--- src/rtl/mem_port_arbiter_if.sv ---
// Signal bundle between the fetch/data requesters, the arbiter and the single-port memory.
// Latency: none, wires only.
// Backpressure: requesters hold req and payload until their ready pulse (fetch may also withdraw on flush).
interface mem_port_arbiter_if;
   // instruction-fetch port
   logic        if_req;
   logic [31:0] if_addr;
   logic        if_flush;
   logic        if_ready;
   logic [31:0] if_rdata;
   // data port
   logic        dm_req;
   logic        dm_we;
   logic [31:0] dm_addr;
   logic [31:0] dm_wdata;
   logic        dm_ready;
   logic [31:0] dm_rdata;
   logic        dm_err;
   // single-port memory
   logic        mem_en;
   logic        mem_we;
   logic [31:0] mem_addr;
   logic [31:0] mem_wdata;
   logic [31:0] mem_rdata;

   // arbiter side
   modport slave (
      input  if_req, if_addr, if_flush, dm_req, dm_we, dm_addr, dm_wdata, mem_rdata,
      output if_ready, if_rdata, dm_ready, dm_rdata, dm_err, mem_en, mem_we, mem_addr, mem_wdata
   );

   // requester/memory side
   modport master (
      output if_req, if_addr, if_flush, dm_req, dm_we, dm_addr, dm_wdata, mem_rdata,
      input  if_ready, if_rdata, dm_ready, dm_rdata, dm_err, mem_en, mem_we, mem_addr, mem_wdata
   );
endinterface

--- src/rtl/mem_port_arbiter.sv ---
// Shares one single-port memory between instruction fetch and data access, data first with fetch starvation guard.
// Latency: store ready 2 cycles after grant, load/fetch 2+MEM_LAT, misaligned data 1 cycle (error, no memory access).
// Backpressure: one access in flight; requests seen outside IDLE simply wait, the grant is only made in IDLE.
module mem_port_arbiter #(
   parameter int unsigned MEM_LAT       = 1,
   parameter int unsigned MAX_DM_STREAK = 3
) (
   input  logic              clk,
   input  logic              reset,
   mem_port_arbiter_if.slave bus,
   output logic              busy
);

   typedef enum logic [1:0] {IDLE, ISSUE, WAIT, DONE} state_t;

   localparam int unsigned      SW         = $clog2(MAX_DM_STREAK + 2);
   localparam logic [SW-1:0]    STREAK_MAX = SW'(MAX_DM_STREAK);
   localparam logic [2:0]       LAT_INIT   = 3'(MEM_LAT - 1);

   state_t        state_q,    state_d;
   logic [SW-1:0] streak_q,   streak_d;
   logic          gnt_if_q,   gnt_if_d;    // 1 = fetch owns the current access
   logic          we_q,       we_d;
   logic [31:0]   addr_q,     addr_d;
   logic [31:0]   wdata_q,    wdata_d;
   logic          err_q,      err_d;       // misaligned data access
   logic          flushed_q,  flushed_d;   // in-flight fetch was cancelled
   logic [2:0]    lat_q,      lat_d;       // WAIT cycles still to go after this one
   logic [31:0]   if_rdata_q, if_rdata_d;
   logic [31:0]   dm_rdata_q, dm_rdata_d;

   logic          fetch_ok;
   logic          fetch_win;
   logic          in_done;

   // State and datapath registers; synchronous reset clears everything and aborts any access.
   always_ff @(posedge clk) begin
      if (reset) begin
         state_q    <= IDLE;
         streak_q   <= '0;
         gnt_if_q   <= 1'b0;
         we_q       <= 1'b0;
         addr_q     <= '0;
         wdata_q    <= '0;
         err_q      <= 1'b0;
         flushed_q  <= 1'b0;
         lat_q      <= '0;
         if_rdata_q <= '0;
         dm_rdata_q <= '0;
      end else begin
         state_q    <= state_d;
         streak_q   <= streak_d;
         gnt_if_q   <= gnt_if_d;
         we_q       <= we_d;
         addr_q     <= addr_d;
         wdata_q    <= wdata_d;
         err_q      <= err_d;
         flushed_q  <= flushed_d;
         lat_q      <= lat_d;
         if_rdata_q <= if_rdata_d;
         dm_rdata_q <= dm_rdata_d;
      end
   end

   // Arbitration, next-state and output decode.
   always_comb begin
      state_d    = state_q;
      streak_d   = streak_q;
      gnt_if_d   = gnt_if_q;
      we_d       = we_q;
      addr_d     = addr_q;
      wdata_d    = wdata_q;
      err_d      = err_q;
      flushed_d  = flushed_q;
      lat_d      = lat_q;
      if_rdata_d = if_rdata_q;
      dm_rdata_d = dm_rdata_q;

      // A flush in the arbitration cycle withdraws the fetch; data may still be granted.
      fetch_ok  = bus.if_req && !bus.if_flush;
      fetch_win = fetch_ok && (!bus.dm_req || (streak_q == STREAK_MAX));

      case (state_q)
         IDLE: begin
            flushed_d = 1'b0;
            // Streak saturates so a flush-blocked fetch at the limit still wins next time.
            if (!bus.if_req || fetch_win) begin
               streak_d = '0;
            end else if (bus.dm_req && (streak_q != STREAK_MAX)) begin
               streak_d = streak_q + 1'b1;
            end
            if (fetch_win) begin
               gnt_if_d = 1'b1;
               we_d     = 1'b0;
               addr_d   = bus.if_addr & ~32'h3;
               wdata_d  = '0;
               err_d    = 1'b0;
               state_d  = ISSUE;
            end else if (bus.dm_req) begin
               gnt_if_d = 1'b0;
               we_d     = bus.dm_we;
               addr_d   = bus.dm_addr & ~32'h3;
               wdata_d  = bus.dm_wdata;
               err_d    = (bus.dm_addr[1:0] != 2'b00);
               state_d  = (bus.dm_addr[1:0] != 2'b00) ? DONE : ISSUE;
            end
         end
         ISSUE: begin
            if (gnt_if_q && bus.if_flush) flushed_d = 1'b1;
            if (we_q) begin
               state_d = DONE;
            end else begin
               lat_d   = LAT_INIT;
               state_d = WAIT;
            end
         end
         WAIT: begin
            if (gnt_if_q && bus.if_flush) flushed_d = 1'b1;
            if (lat_q == '0) begin
               // A cancelled fetch does not disturb the last delivered instruction.
               if (!gnt_if_q) begin
                  dm_rdata_d = bus.mem_rdata;
               end else if (!flushed_q && !bus.if_flush) begin
                  if_rdata_d = bus.mem_rdata;
               end
               state_d = DONE;
            end else begin
               lat_d = lat_q - 1'b1;
            end
         end
         DONE: begin
            state_d = IDLE;
         end
         default: begin
            state_d = IDLE;
         end
      endcase

      // Outputs are forced low for the whole reset cycle, not just after the edge.
      in_done       = (state_q == DONE) && !reset;
      busy          = (state_q != IDLE) && !reset;
      bus.mem_en    = (state_q == ISSUE) && !reset;
      bus.mem_we    = (state_q == ISSUE) && we_q && !reset;
      bus.mem_addr  = reset ? 32'h0 : addr_q;
      bus.mem_wdata = reset ? 32'h0 : wdata_q;
      bus.if_ready  = in_done && gnt_if_q && !flushed_q && !bus.if_flush;
      bus.if_rdata  = reset ? 32'h0 : if_rdata_q;
      bus.dm_ready  = in_done && !gnt_if_q;
      bus.dm_err    = in_done && !gnt_if_q && err_q;
      bus.dm_rdata  = reset ? 32'h0 : dm_rdata_q;
   end

endmodule

--- src/flat_wrapper.sv ---
// flat-port wrapper written by rule: the top's interface ports become plain ports
module mem_port_arbiter_flat 
#(
   parameter int unsigned MEM_LAT       = 1,
   parameter int unsigned MAX_DM_STREAK = 3
)
  (clk, reset, busy, bus_if_req, bus_if_addr, bus_if_flush, bus_dm_req, bus_dm_we, bus_dm_addr, bus_dm_wdata, bus_mem_rdata, bus_if_ready, bus_if_rdata, bus_dm_ready, bus_dm_rdata, bus_dm_err, bus_mem_en, bus_mem_we, bus_mem_addr, bus_mem_wdata);
  mem_port_arbiter_if bus_i ();
  input  logic clk;
  input  logic reset;
  output logic busy;
  input wire logic [$bits(bus_i.if_req)-1:0] bus_if_req;
  input wire logic [$bits(bus_i.if_addr)-1:0] bus_if_addr;
  input wire logic [$bits(bus_i.if_flush)-1:0] bus_if_flush;
  input wire logic [$bits(bus_i.dm_req)-1:0] bus_dm_req;
  input wire logic [$bits(bus_i.dm_we)-1:0] bus_dm_we;
  input wire logic [$bits(bus_i.dm_addr)-1:0] bus_dm_addr;
  input wire logic [$bits(bus_i.dm_wdata)-1:0] bus_dm_wdata;
  input wire logic [$bits(bus_i.mem_rdata)-1:0] bus_mem_rdata;
  output wire logic [$bits(bus_i.if_ready)-1:0] bus_if_ready;
  output wire logic [$bits(bus_i.if_rdata)-1:0] bus_if_rdata;
  output wire logic [$bits(bus_i.dm_ready)-1:0] bus_dm_ready;
  output wire logic [$bits(bus_i.dm_rdata)-1:0] bus_dm_rdata;
  output wire logic [$bits(bus_i.dm_err)-1:0] bus_dm_err;
  output wire logic [$bits(bus_i.mem_en)-1:0] bus_mem_en;
  output wire logic [$bits(bus_i.mem_we)-1:0] bus_mem_we;
  output wire logic [$bits(bus_i.mem_addr)-1:0] bus_mem_addr;
  output wire logic [$bits(bus_i.mem_wdata)-1:0] bus_mem_wdata;
  assign bus_i.if_req = bus_if_req;
  assign bus_i.if_addr = bus_if_addr;
  assign bus_i.if_flush = bus_if_flush;
  assign bus_i.dm_req = bus_dm_req;
  assign bus_i.dm_we = bus_dm_we;
  assign bus_i.dm_addr = bus_dm_addr;
  assign bus_i.dm_wdata = bus_dm_wdata;
  assign bus_i.mem_rdata = bus_mem_rdata;
  assign bus_if_ready = bus_i.if_ready;
  assign bus_if_rdata = bus_i.if_rdata;
  assign bus_dm_ready = bus_i.dm_ready;
  assign bus_dm_rdata = bus_i.dm_rdata;
  assign bus_dm_err = bus_i.dm_err;
  assign bus_mem_en = bus_i.mem_en;
  assign bus_mem_we = bus_i.mem_we;
  assign bus_mem_addr = bus_i.mem_addr;
  assign bus_mem_wdata = bus_i.mem_wdata;
  mem_port_arbiter #(.MEM_LAT(MEM_LAT), .MAX_DM_STREAK(MAX_DM_STREAK)) u_core (.clk(clk), .reset(reset), .bus(bus_i), .busy(busy));
endmodule
--- config.mk ---
export PLATFORM = sky130hd
export DESIGN_NAME = mem_port_arbiter_flat
export DESIGN_NICKNAME = d
export VERILOG_FILES = /design/src/rtl/mem_port_arbiter_if.sv /design/src/rtl/mem_port_arbiter.sv /design/src/flat_wrapper.sv
export SDC_FILE = /design/constraint.sdc
export NUM_CORES = 1
export LEC_CHECK = 0
export CAP_MARGIN = 10
export CORE_MARGIN = 1.5
export CORE_UTILIZATION = 46
export DETAILED_ROUTE_END_ITERATION = 8
export HOLD_SLACK_MARGIN = 0.05
export PLACE_DENSITY = 0.86
export SLEW_MARGIN = 20
export SYNTH_ARGS = -nofsm -noshare
export SYNTH_HDL_FRONTEND = slang
export SYNTH_SLANG_ARGS = --single-unit
export TNS_END_PERCENT = 20
--- constraint.sdc ---
create_clock -name clk -period 4.7 [get_ports clk]
set_clock_uncertainty 0.15 [all_clocks]
set_input_delay 0.94 -clock clk [delete_from_list [all_inputs] [get_ports clk]]
set_output_delay 0.94 -clock clk [all_outputs]
set_load 0.02 [all_outputs]
# After elaboration in Yosys (flattened, before gate mapping)

Index checks and enable logic that the tools add are counted.

Memories kept: 0
Register bits: 140
Latch bits: 0
ROM bits: 0
Bits of input ports: 134
Output and inout port bits: 134
Logic and storage cells: 90
RAM bits: 0

Divide/modulo/power cells: 0
Add/sub/neg operators: 2
Equality and inequality tests: 10
Shift-type cells: 0
Bitwise logic cells: 1
Mux-type cells: 27
Reduce and logical (&&, ||, !) cells: 39
Magnitude comparators: 0
Multiply operators: 0

Operators with widths:

| kind                                                                    | count |
|---|---|
| 32-bit two-way mux                                                      | 8 |
| 1-bit logical AND                                                       | 15 |
| 3-bit two-way mux                                                       | 4 |
| 2-bit nonzero test                                                      | 6 |
| 1-bit two-way mux                                                       | 8 |
| 2-bit two-way mux                                                       | 4 |
| 2-bit case mux with 4 select lines                                      | 1 |
| 2-bit AND reduction                                                     | 4 |
| 1-bit zero test                                                         | 6 |
| 3-bit by 2-bit inequality test with 1-bit output, second input constant | 2 |
| 3-bit case mux with 2 select lines                                      | 1 |
| 3-bit AND reduction                                                     | 2 |
| 2-bit equality test, second input constant                              | 2 |
| 2-bit by 1-bit inequality test with 1-bit output, second input constant | 2 |
| 2-bit inequality test, second input constant                            | 2 |
| 4-bit AND reduction                                                     | 1 |
| 3-bit by 1-bit adder with 3-bit output, second input constant           | 1 |
| 3-bit by 2-bit equality test with 1-bit output, second input constant   | 1 |
| 3-bit zero test                                                         | 1 |
| 3-bit by 1-bit subtractor with 3-bit output, second input constant      | 1 |
| 2-bit by 1-bit equality test with 1-bit output, second input constant   | 1 |
| 2-bit zero test                                                         | 1 |
| 1-bit logical OR                                                        | 2 |
| 1-bit case mux with 2 select lines                                      | 1 |
| 2 further kinds                                                         | 2 |

# Logic depth before layout (Yosys ltp)

Gate-level depths: netlist of run 1.

Depth in word-level cells: 6
Mapped depth: 8
Gate-level depth less buffers: 6

# Least setup slack after synthesis of run 1

Ideal clock, no wire load.

Kind: in2out
Start: input port reset
End: output port bus_if_ready
Data required time: 3.610 ns
Stages: 3
Setup slack: 1.658 ns
Data arrival time: 1.952 ns
Buffers on the path: 1
Path through: clkbuf_1 > nand2b_1 > nor4b_1

Longest elaborated chain between the ends: 5

Ends and longest elaborated chain:

| element                        | RTL line                | text |
|---|---|---|
| start, declared                | flat_wrapper.sv:10      | `input logic reset;` |
| 1-bit zero test                | mem_port_arbiter.sv:140 | `in_done = (state_q == DONE) && !reset;` |
| 1-bit logical AND              | mem_port_arbiter.sv:140 |  |
| 1-bit logical AND (3 in a row) | mem_port_arbiter.sv:146 | `bus.if_ready = in_done && gnt_if_q && !flushed_q && !bus.if_flush;` |
| end, declared                  | flat_wrapper.sv:20      | `output wire logic [$bits(bus_i.if_ready)-1:0] bus_if_ready;` |

No other way between the ends.

# Worst setup path in the final report of run 1

Start: input port reset
End: output port bus_mem_wdata[24]

Longest elaborated chain between the ends: 1

Ends and longest elaborated chain:

| element            | RTL line                | text |
|---|---|---|
| 32-bit two-way mux | mem_port_arbiter.sv:145 | `bus.mem_wdata = reset ? 32'h0 : wdata_q;` |
| end, declared      | flat_wrapper.sv:28      | `output wire logic [$bits(bus_i.mem_wdata)-1:0] bus_mem_wdata;` |

No other way between the ends.

==> summary.txt, run 1 <==
Floorplan
  • Total I/O pin count: 268
  • Core ar.: 13,200 um^2
  • Initial core utilization: 47.3%
  • Die Span Y: 120 um
  • Die area: 14,300 um^2
  • Die X-Extent: 120 um
  • Cell row count: 42

STA
  • Final period util: 79.4%
  • Fin. Hold Viols: 0
  • Slew Limit Fails: 0
  • RSZ-0062 raised after global routing: no
  • Minimum clock period: 3.73 ns
  • Setup violations, final: 0
  • Slew headroom: 41.4%
  • Worst-margin pin slew: 0.875 ns
  • Setup TNS: 0 ns
  • Min Hold Slack: 0.293 ns
  • Highest clock rate: 268 MHz

Global route
  • Aggregate global-route resource usage: 25.6%
  • Pin count of the biggest net entering global routing: 100
  • First-pass GRT wire length: 28,900 um
  • Total congestion overflow: 0
  • Vias in the first global route: 5,823
  • Initial antenna violation count: 0

Clocking
  • CTS tree: built
  • Clock-pin slew on the worst setup and hold paths: 0.05 ns
  • CTS Sinks: 138
  • Clk root buf: clkbuf_16
  • Worst skew pair latency: 0.42 ns
  • Cts hold-fix bufs: 0
  • Num CTS Buffers: 17
  • Clock Path Buffers: 2
  • Post-cts resize count: 0
  • # Post-CTS Setup Buffers: 0
  • H-Tree Depth: 4

Synth
  • Sequential area share after synthesis: 44.1%
  • Flops & latches, synth: 138
  • Yosys cell types: 34
  • Synthesized instance count: 825
  • Largest area contributor in the netlist: dfxtp_1
  • Yosys top cell area share: 44.1%
  • Top cells by area, synth: dfxtp_1 44%, nor2b_1 13%, nand2_1 12%
  • Area of the mapped netlist: 6260 um^2
  • Synth Warn #: 0
  • Syn_area_per_cell: 7.59 um^2

Finish
  • Number of diodes: 0
  • Final non-filler cell total: 1,237
  • Area Overhead vs Synth: 51.8%
  • Core Util, Final: 71.8%
  • Fin area: 9510 um^2
  • Layout cell share with drive strength beyond 1: 4.43%
  • Nets: 1,192

Run
  • Max-cap violations: 0

Pwr
  • Switching Fraction: 32.9%
  • Leak pwr: 3.46 nW
  • Logic gate share of total power: 34.0%
  • Maximum resistive drop on vdd: 0.000291 V
  • Switching pwr: 1.41 mW
  • Power Density: 450 nW/um^2
  • Seq pwr share: 35.1%
  • Clock power frac: 30.9%
  • Cell Int Power: 2.87 mW

Routing
  • Routed WL: 17,800 um
  • Via count: 6,224
  • Vias per cell: 5.03
  • DRT iter0 DRCs: 470
  • Post-DR wirelength/cell: 14.4 um
  • DRT Pass-1 Iters: 5
  • Antenna Nets Post-Route: 0
  • Residual DRC: 0

Hold path
  • Min-delay worst type: flip-flop to flip-flop

Place
  • Gpl congestion: 0.830
  • HPWL after DPL: 12,100 um
  • Placed cell count: 1,206
  • Placed cell areas: 8930 um^2
  • Number of I/O port buffers: 263

Worst setup path
  • Max Fanout on Critical Path: 99
  • Crit. End Element: primary output
  • Worst endpoint required time: 3.61 ns
  • Worst setup SP type: input port
  • Worst EP arrival: 2.64 ns
  • Critical path class: input port to primary output

Run status
  • Status: completed
[critical path: stages]
cell,delay (ns)
buf_6,0.52
buf_4,0.47
nor2b_1,0.09
clkdlybuf4s50_1,0.59
[layer usage]
layer | part of all wire [%] | vias to the layer above | global-route usage (%)
li1 | - | 3151 | -
met1 | 40 | 2805 | 29.0
met2 | 50 | 230 | 43.4
met3 | 7.5 | 38 | 8.70
met4 | 3.0 | 0 | 11.7
met5 | 0 | - | 0
[sequential cells by signal, indices dropped and copies added, names as in the netlist]
name and flops:
u_core.lat_q 3, u_core.we_q 1, u_core.dm_rdata_q 32, u_core.streak_q 3, u_core.gnt_if_q 1, u_core.addr_q 30
u_core.flushed_q 1, u_core.if_rdata_q 32, u_core.state_q 2, u_core.err_q 1, u_core.wdata_q 32
[per-stage QoR]
stage	power [mW]	setup WS, ns
global route	4.52	0.863
finish	4.27	0.969
CTS	4.30	0.968
floorplan	2.43	1.66
detailed placement	2.97	0.964
global placement	2.93	0.991
[area by class of cell]
cell class              instances  area (um^2)
repair buffers                274         2740
flip-flops and latches        138         2760
well taps                     176          220
fillers                      1102         3740
inverters                       8         30.0
multi-input cells             610         3180
clock buffers                  22          454
clock inverters                 9          123
[cell usage after synthesis, drive strengths merged]
library cell  count
and3              1
and4b             1
conb              1
inv               8
nor4b             2
nor2             40
nand3b            1
a32oi             3
and2              2
nand2b            6
buf              33
a22oi             1
nor3              1
nand4b            1
a311oi            1
ha                9
nand3            37
o211ai            2
o21ai             4
nand2           199
a21oi           134
or4b              1
or2               1
clkbuf           37
nor2b           129
dfxtp           138
a211oi           31
nand4             1
[kinds of logic (layout without fill, tap and decap cells)]
logic type	after synthesis	in the layout	synth area share, %
other cells	1	2	0.0599
flops	138	138	44.1
simple gates	423	423	32.5
fa+ha+maj	9	9	1.80
buf+inv	78	313	5.69
compound gates	176	176	15.8
[power groups by stage]
stage | combinational (mW) | sequential, mW | clock (mW)
after detailed placement | 1.45 | 1.52 | 0
after global placement | 1.42 | 1.51 | 0
after CTS | 1.46 | 1.50 | 1.34
final | 1.45 | 1.50 | 1.32
after floorplan | 0.944 | 1.49 | 0
after global routing | 1.60 | 1.53 | 1.40
[placed cells by master (no fill, tap or decap), types with 2 or more instances in the layout]
cell               n
nand2_1          198
clkdlybuf4s50_1  262
a32oi_1            3
nor2_1            38
nand3_1           37
buf_4              9
o211ai_1           2
a21oi_1          133
conb_1             2
nor2b_1          129
and2_1             2
nor2_2             2
inv_1              8
buf_12             2
clkbuf_1           4
dfxtp_1          138
clkbuf_16         17
o21ai_0            3
bufinv_16          3
ha_1               9
nand2b_1           6
a211oi_1          31
clkinv_2           5
[path summary, 6_finish.rpt]
check / depth (start not counted) / endpoint / from / slack (ns)
max: 4 / bus_mem_wdata[24] / reset / 0.97
min: 2 / u_core.wdata_q[25]$_SDFFE_PP0P_ / u_core.wdata_q[25]$_SDFFE_PP0P_ / 0.29
max reg2reg: 7 / u_core.addr_q[10]$_SDFFE_PP0P_ / u_core.streak_q[0]$_SDFFE_PP0P_ / 2.23
min reg2reg: 2 / u_core.wdata_q[25]$_SDFFE_PP0P_ / u_core.wdata_q[25]$_SDFFE_PP0P_ / 0.29
No activity file was read; power rests on OpenSTA's default activity.
==> run 2: changes to the inputs <==
CORE_UTILIZATION = 43   (was 46)
PLACE_DENSITY = 0.81   (was 0.86)
clock period = 3.9 ns   (was 4.7 ns; I/O delays follow)
==> run 2 against run 1 <==
Final cell count is 0.40% higher. Clock power is 23% higher. Worst setup slack worse by 0.36 ns. Critical path type unchanged. Largest cell class unchanged.
==> summary.txt, run 2 (synthesis results as in run 1) <==
Run status
  • Status: completed

Routing
  • Residual DRC: 0
  • Vias per cell: 4.96
  • Antenna Nets Post-Route: 0
  • Via count: 6,165
  • Post-DR wirelength/cell: 14.4 um
  • DRT iter0 DRCs: 314
  • Routed WL: 17,900 um
  • DRT Pass-1 Iters: 4

Finish
  • Fillers: 1,177
  • Most common cell after layout, fill and taps aside: clkdlybuf4s50_1
  • Most frequent cells in the layout: 262 x clkdlybuf4s50_1, 198 x nand2_1, 138 x dfxtp_1
  • Number of diodes: 0
  • Top flop regs: u_core.dm_rdata_q x32, u_core.if_rdata_q x32, u_core.wdata_q x32
  • Area Overhead vs Synth: 52.9%
  • Layout cell share with drive strength beyond 1: 4.71%
  • Nets: 1,193
  • Fin area: 9580 um^2
  • Core Util, Final: 68.2%

Hold path
  • Min-delay worst type: flip-flop to flip-flop
  • Hold EP: u_core.wdata_q[27]$_SDFFE_PP0P_
  • Hold path cells: 2
  • Hold_sp: u_core.wdata_q[27]$_SDFFE_PP0P_

Clocking
  • CTS Sinks: 138
  • H-Tree Depth: 4
  • Post-cts resize count: 0
  • CTS tree: built
  • Worst skew pair latency: 0.41 ns
  • Clk root buf: clkbuf_16
  • Cts hold-fix bufs: 0
  • Clock Path Buffers: 2
  • Clock-pin slew on the worst setup and hold paths: 0.05 ns
  • # Post-CTS Setup Buffers: 0
  • Num CTS Buffers: 17

STA
  • Worst-margin pin slew: 0.689 ns
  • Fin. Hold Viols: 0
  • Final period util: 84.3%
  • Slew headroom: 54.0%
  • Minimum clock period: 3.29 ns
  • Slew Limit Fails: 0
  • RSZ-0062 raised after global routing: no
  • Setup TNS: 0 ns
  • Setup violations, final: 0
  • Highest clock rate: 304 MHz

Place
  • Number of I/O port buffers: 263
  • Placed cell areas: 8980 um^2
  • Gpl congestion: 0.855
  • HPWL after DPL: 12,300 um

Worst setup path
  • Worst endpoint required time: 2.97 ns
  • Biggest cell delay along the critical path: 0.67 ns
  • CP Cell Sequence: clkdlybuf4s50_1, nor4b_1, clkdlybuf4s50_1
  • Worst setup SP type: input port
  • Levels on crit path: 3
  • Worst EP arrival: 2.36 ns
  • Critical path class: input port to primary output
  • Max Fanout on Critical Path: 7
  • Crit. End Element: primary output
  • Worst-case reg-to-reg path depth: 7
  • Worst path top cell family by delay: buffers and inverters
  • R2R Path Start: u_core.state_q[0]$_SDFFE_PP0P_
  • Most numerous cell on the critical path: clkdlybuf4s50_1
  • Flop2flop setup slack: 1.71 ns
  • Buf+Inv Stages, Crit Path: 2
  • Reg2reg end: u_core.if_rdata_q[4]$_SDFFE_PP0P_
  • Worst path slowest cell: clkdlybuf4s50_1

Floorplan
  • Die Span Y: 124 um
  • Core ar.: 14,000 um^2
  • Die X-Extent: 124 um
  • Initial core utilization: 44.6%
  • Die area: 15,300 um^2
  • Total I/O pin count: 268
  • Cell row count: 43

Run
  • Max-cap violations: 0

Pwr
  • Maximum resistive drop on vdd: 0.000333 V
  • Power Density: 541 nW/um^2
  • Leak pwr: 3.49 nW

Global route
  • Initial antenna violation count: 0
  • Pin count of the biggest net entering global routing: 88
  • First-pass GRT wire length: 28,000 um
  • Aggregate global-route resource usage: 23.4%
  • Vias in the first global route: 5,735
  • Total congestion overflow: 0
## run 2: cell count changes in the layout (fill, tap and decap cells not counted), sizes merged
cell	delta
clkinv	+1
clkbuf	+1
clkinvlp	-1
## run 2: how the worst max path moves through the flow
stage                       from      endpoint  slack (ns)
floorplan                  reset  bus_if_ready        1.18
global placement    bus_if_flush  bus_if_ready        0.65
detailed placement  bus_if_flush  bus_if_ready        0.62
CTS                 bus_if_flush  bus_if_ready        0.62
global route        bus_if_flush  bus_if_ready        0.56
finish              bus_if_flush  bus_if_ready        0.61
## run 2: cell type report
type,instances,area (um^2),area share (%)
Clock inverter,9,120,1.25
Tap cell,180,225,2.35
Clock buffer,22,474,4.95
Multi-Input combinational cell,610,3180,33.2
Inverter,8,30.0,0.314
Sequential cell,138,2760,28.8
Timing Repair Buffer,275,2790,29.1
## run 2: layer usage
metal	vias to the layer above	share of wire, %	GRT usage (%)
met5	-	0	0
met4	0	3.3	10.8
met3	39	7.6	7.14
met2	219	48	38.7
met1	2764	41	27.7
li1	3143	-	-
## run 2: where the power goes
part           internal [mW]  switching, mW
registers               1.68          0.121
clock network           1.05          0.575
logic                  0.778          0.984
## run 2: worst min-delay path: cells and delay by family, from the launching register on
family	cells	cell delay [ns]
and+or+nand+nor	1	0.05
AOI/OAI and AO/OA	1	0.05
DFF	1	0.30
## run 2: stage by stage
| stage | std cells | setup slack (ns) | power, mW | hold WS (ns) |
|---|---|---|---|---|
| after CTS | 1242 | 0.618 | 5.23 | 0.299 |
| after detailed placement | 1211 | 0.618 | 3.60 | 0.291 |
| after floorplan | 826 | 1.18 | 2.93 | 0.277 |
| after global placement | 1211 | 0.646 | 3.56 | 0.283 |
| after global routing | 1242 | 0.561 | 5.51 | 0.316 |
| final | 1242 | 0.614 | 5.18 | 0.295 |
==> run 3: changes to the inputs <==
clock period = 3.1 ns   (was 3.9 ns; I/O delays follow)
==> run 3 against run 2 <==
Utilization rose by 0.95 points. Routed wire length shrank 0.18%. Global-route usage increased by 0.058 points. First-iteration DRC count grew 42%. Combinational power increased by 30%. Critical path type unchanged. Sequential share of layout area is 0.40 points lower. Non-clock buffer count up 10. Total power is 29% higher. Clock power is 32% higher. Critical path depth is the same. Via count grew 0.70%. Count of clock-buffer cells in the layout shrank 2.
==> summary.txt, run 3 (synthesis results as in run 1) <==
Finish
  • Area Overhead vs Synth: 55.0%
  • Most frequent cells in the layout: 262 x clkdlybuf4s50_1, 198 x nand2_1, 138 x dfxtp_1
  • Fillers: 1,179
  • Nets: 1,203
  • Top flop regs: u_core.dm_rdata_q x32, u_core.if_rdata_q x32, u_core.wdata_q x32
  • Layout cell share with drive strength beyond 1: 5.78%
  • Number of diodes: 0
  • Most common cell after layout, fill and taps aside: clkdlybuf4s50_1

Clocking
  • Post-cts resize count: 0
  • Clock-pin slew on the worst setup and hold paths: 0.05 ns
  • Clock Path Buffers: 2
  • # Post-CTS Setup Buffers: 0
  • H-Tree Depth: 4
  • Clk root buf: clkbuf_16
  • Worst skew pair latency: 0.41 ns
  • CTS Sinks: 138
  • Num CTS Buffers: 17
  • Cts hold-fix bufs: 0
  • CTS tree: built

Floorplan
  • Die area: 15,300 um^2
  • Total I/O pin count: 268
  • Initial core utilization: 44.6%
  • Die Span Y: 124 um
  • Die X-Extent: 124 um
  • Core ar.: 14,000 um^2
  • Cell row count: 43

Pwr
  • Leak pwr: 3.55 nW
  • Maximum resistive drop on vdd: 0.000367 V
  • Power Density: 689 nW/um^2
  • Tot Pwr: 6.69 mW

Worst setup path
  • Crit. End Element: primary output
  • Levels on crit path: 3
  • Worst setup startpoint: bus_if_flush
  • Reg2reg end: u_core.addr_q[6]$_SDFFE_PP0P_
  • Flop2flop setup slack: 0.88 ns
  • CP Cell Sequence: clkdlybuf4s50_1, nor4b_1, clkdlybuf4s50_1
  • Worst path slowest cell: clkdlybuf4s50_1
  • R2R Path Start: u_core.state_q[0]$_SDFFE_PP0P_
  • Buf+Inv Stages, Crit Path: 2
  • Max Fanout on Critical Path: 2
  • Worst path top cell family by delay: buffers and inverters
  • Critical path class: input port to primary output
  • Worst-case reg-to-reg path depth: 7
  • Worst endpoint required time: 2.33 ns
  • Worst setup SP type: input port
  • Critical Path End: bus_if_ready
  • Biggest cell delay along the critical path: 0.65 ns
  • Worst EP arrival: 2.02 ns
  • Most numerous cell on the critical path: clkdlybuf4s50_1

Routing
  • Routed WL: 17,900 um
  • Post-DR wirelength/cell: 14.3 um
  • DRT iter0 DRCs: 447
  • Antenna Nets Post-Route: 0
  • DRT Pass-1 Iters: 5
  • Vias per cell: 4.95
  • Residual DRC: 0
  • Via count: 6,208

STA
  • Min Hold Slack: 0.294 ns
  • Setup TNS: 0 ns
  • Worst-margin pin slew: 0.682 ns
  • Slew Limit Fails: 0
  • Setup violations, final: 0
  • Slew headroom: 54.5%
  • RSZ-0062 raised after global routing: no
  • Highest clock rate: 359 MHz
  • Final period util: 89.9%
  • Fin. Hold Viols: 0
  • Minimum clock period: 2.79 ns

Global route
  • Initial antenna violation count: 0
  • Pin count of the biggest net entering global routing: 104
  • Aggregate global-route resource usage: 23.4%
  • First-pass GRT wire length: 27,900 um
  • Vias in the first global route: 5,674
  • Total congestion overflow: 0

Run
  • Max-cap violations: 0

Place
  • HPWL after DPL: 12,300 um
  • Number of I/O port buffers: 263
  • Gpl congestion: 0.823

Hold path
  • Min-delay worst type: flip-flop to flip-flop

Run status
  • Status: completed
run 3: layout make-up:
type	count	area (um^2)	share of cell area, %
Clock buffer	20	457	4.70
Clock inverter	12	171	1.77
Inverter	8	30.0	0.309
Multi-Input combinational cell	610	3180	32.7
Sequential cell	138	2760	28.4
Tap cell	180	225	2.32
Timing Repair Buffer	285	2890	29.8
run 3: worst min-delay path by stage:
stage | start | cells past startpoint | to
after global placement | u_core.wdata_q[14]$_SDFFE_PP0P_ | 2 | u_core.wdata_q[14]$_SDFFE_PP0P_
after detailed placement | u_core.wdata_q[16]$_SDFFE_PP0P_ | 2 | u_core.wdata_q[16]$_SDFFE_PP0P_
final | u_core.wdata_q[16]$_SDFFE_PP0P_ | 2 | u_core.wdata_q[16]$_SDFFE_PP0P_
after global routing | reset | 2 | u_core.err_q$_SDFFE_PP0P_
after CTS | u_core.wdata_q[16]$_SDFFE_PP0P_ | 2 | u_core.wdata_q[16]$_SDFFE_PP0P_
after floorplan | u_core.wdata_q[0]$_SDFFE_PP0P_ | 2 | u_core.wdata_q[0]$_SDFFE_PP0P_
run 3: worst reg2reg max path, stage by stage, from the launching register on:
cell,delay [ns]
dfxtp_1,0.33
inv_1,0.12
ha_1,0.41
inv_1,0.16
a21oi_4,0.35
buf_12,0.28
nor2_1,0.08
a211oi_1,0.24
run 3: routing by layer:
| layer | GRT usage [%] | part of all wire (%) | vias to the layer above |
|---|---|---|---|
| li1 | - | - | 3172 |
| met1 | 26.8 | 40 | 2812 |
| met2 | 40.7 | 50 | 203 |
| met3 | 7.51 | 7.5 | 21 |
| met4 | 8.69 | 1.7 | 0 |
| met5 | 0 | 0 | - |
run 3: power by group:
part           internal, mW  switching [mW]  total, mW
combinational          1.03            1.25       2.28
sequential             2.11           0.162       2.27
clock                  1.38           0.754       2.14
total                  4.52            2.16       6.69
run 3: through the flow:
stage	area, um^2	setup WS [ns]	std cells	utilization [%]
final	9710	0.312	1253	69.2
after floorplan	6270	0.698	826	-
after global placement	9080	0.327	1221	64.7
after detailed placement	9080	0.306	1221	64.7
after global routing	9710	0.194	1253	69.2
after CTS	9710	0.277	1253	69.2
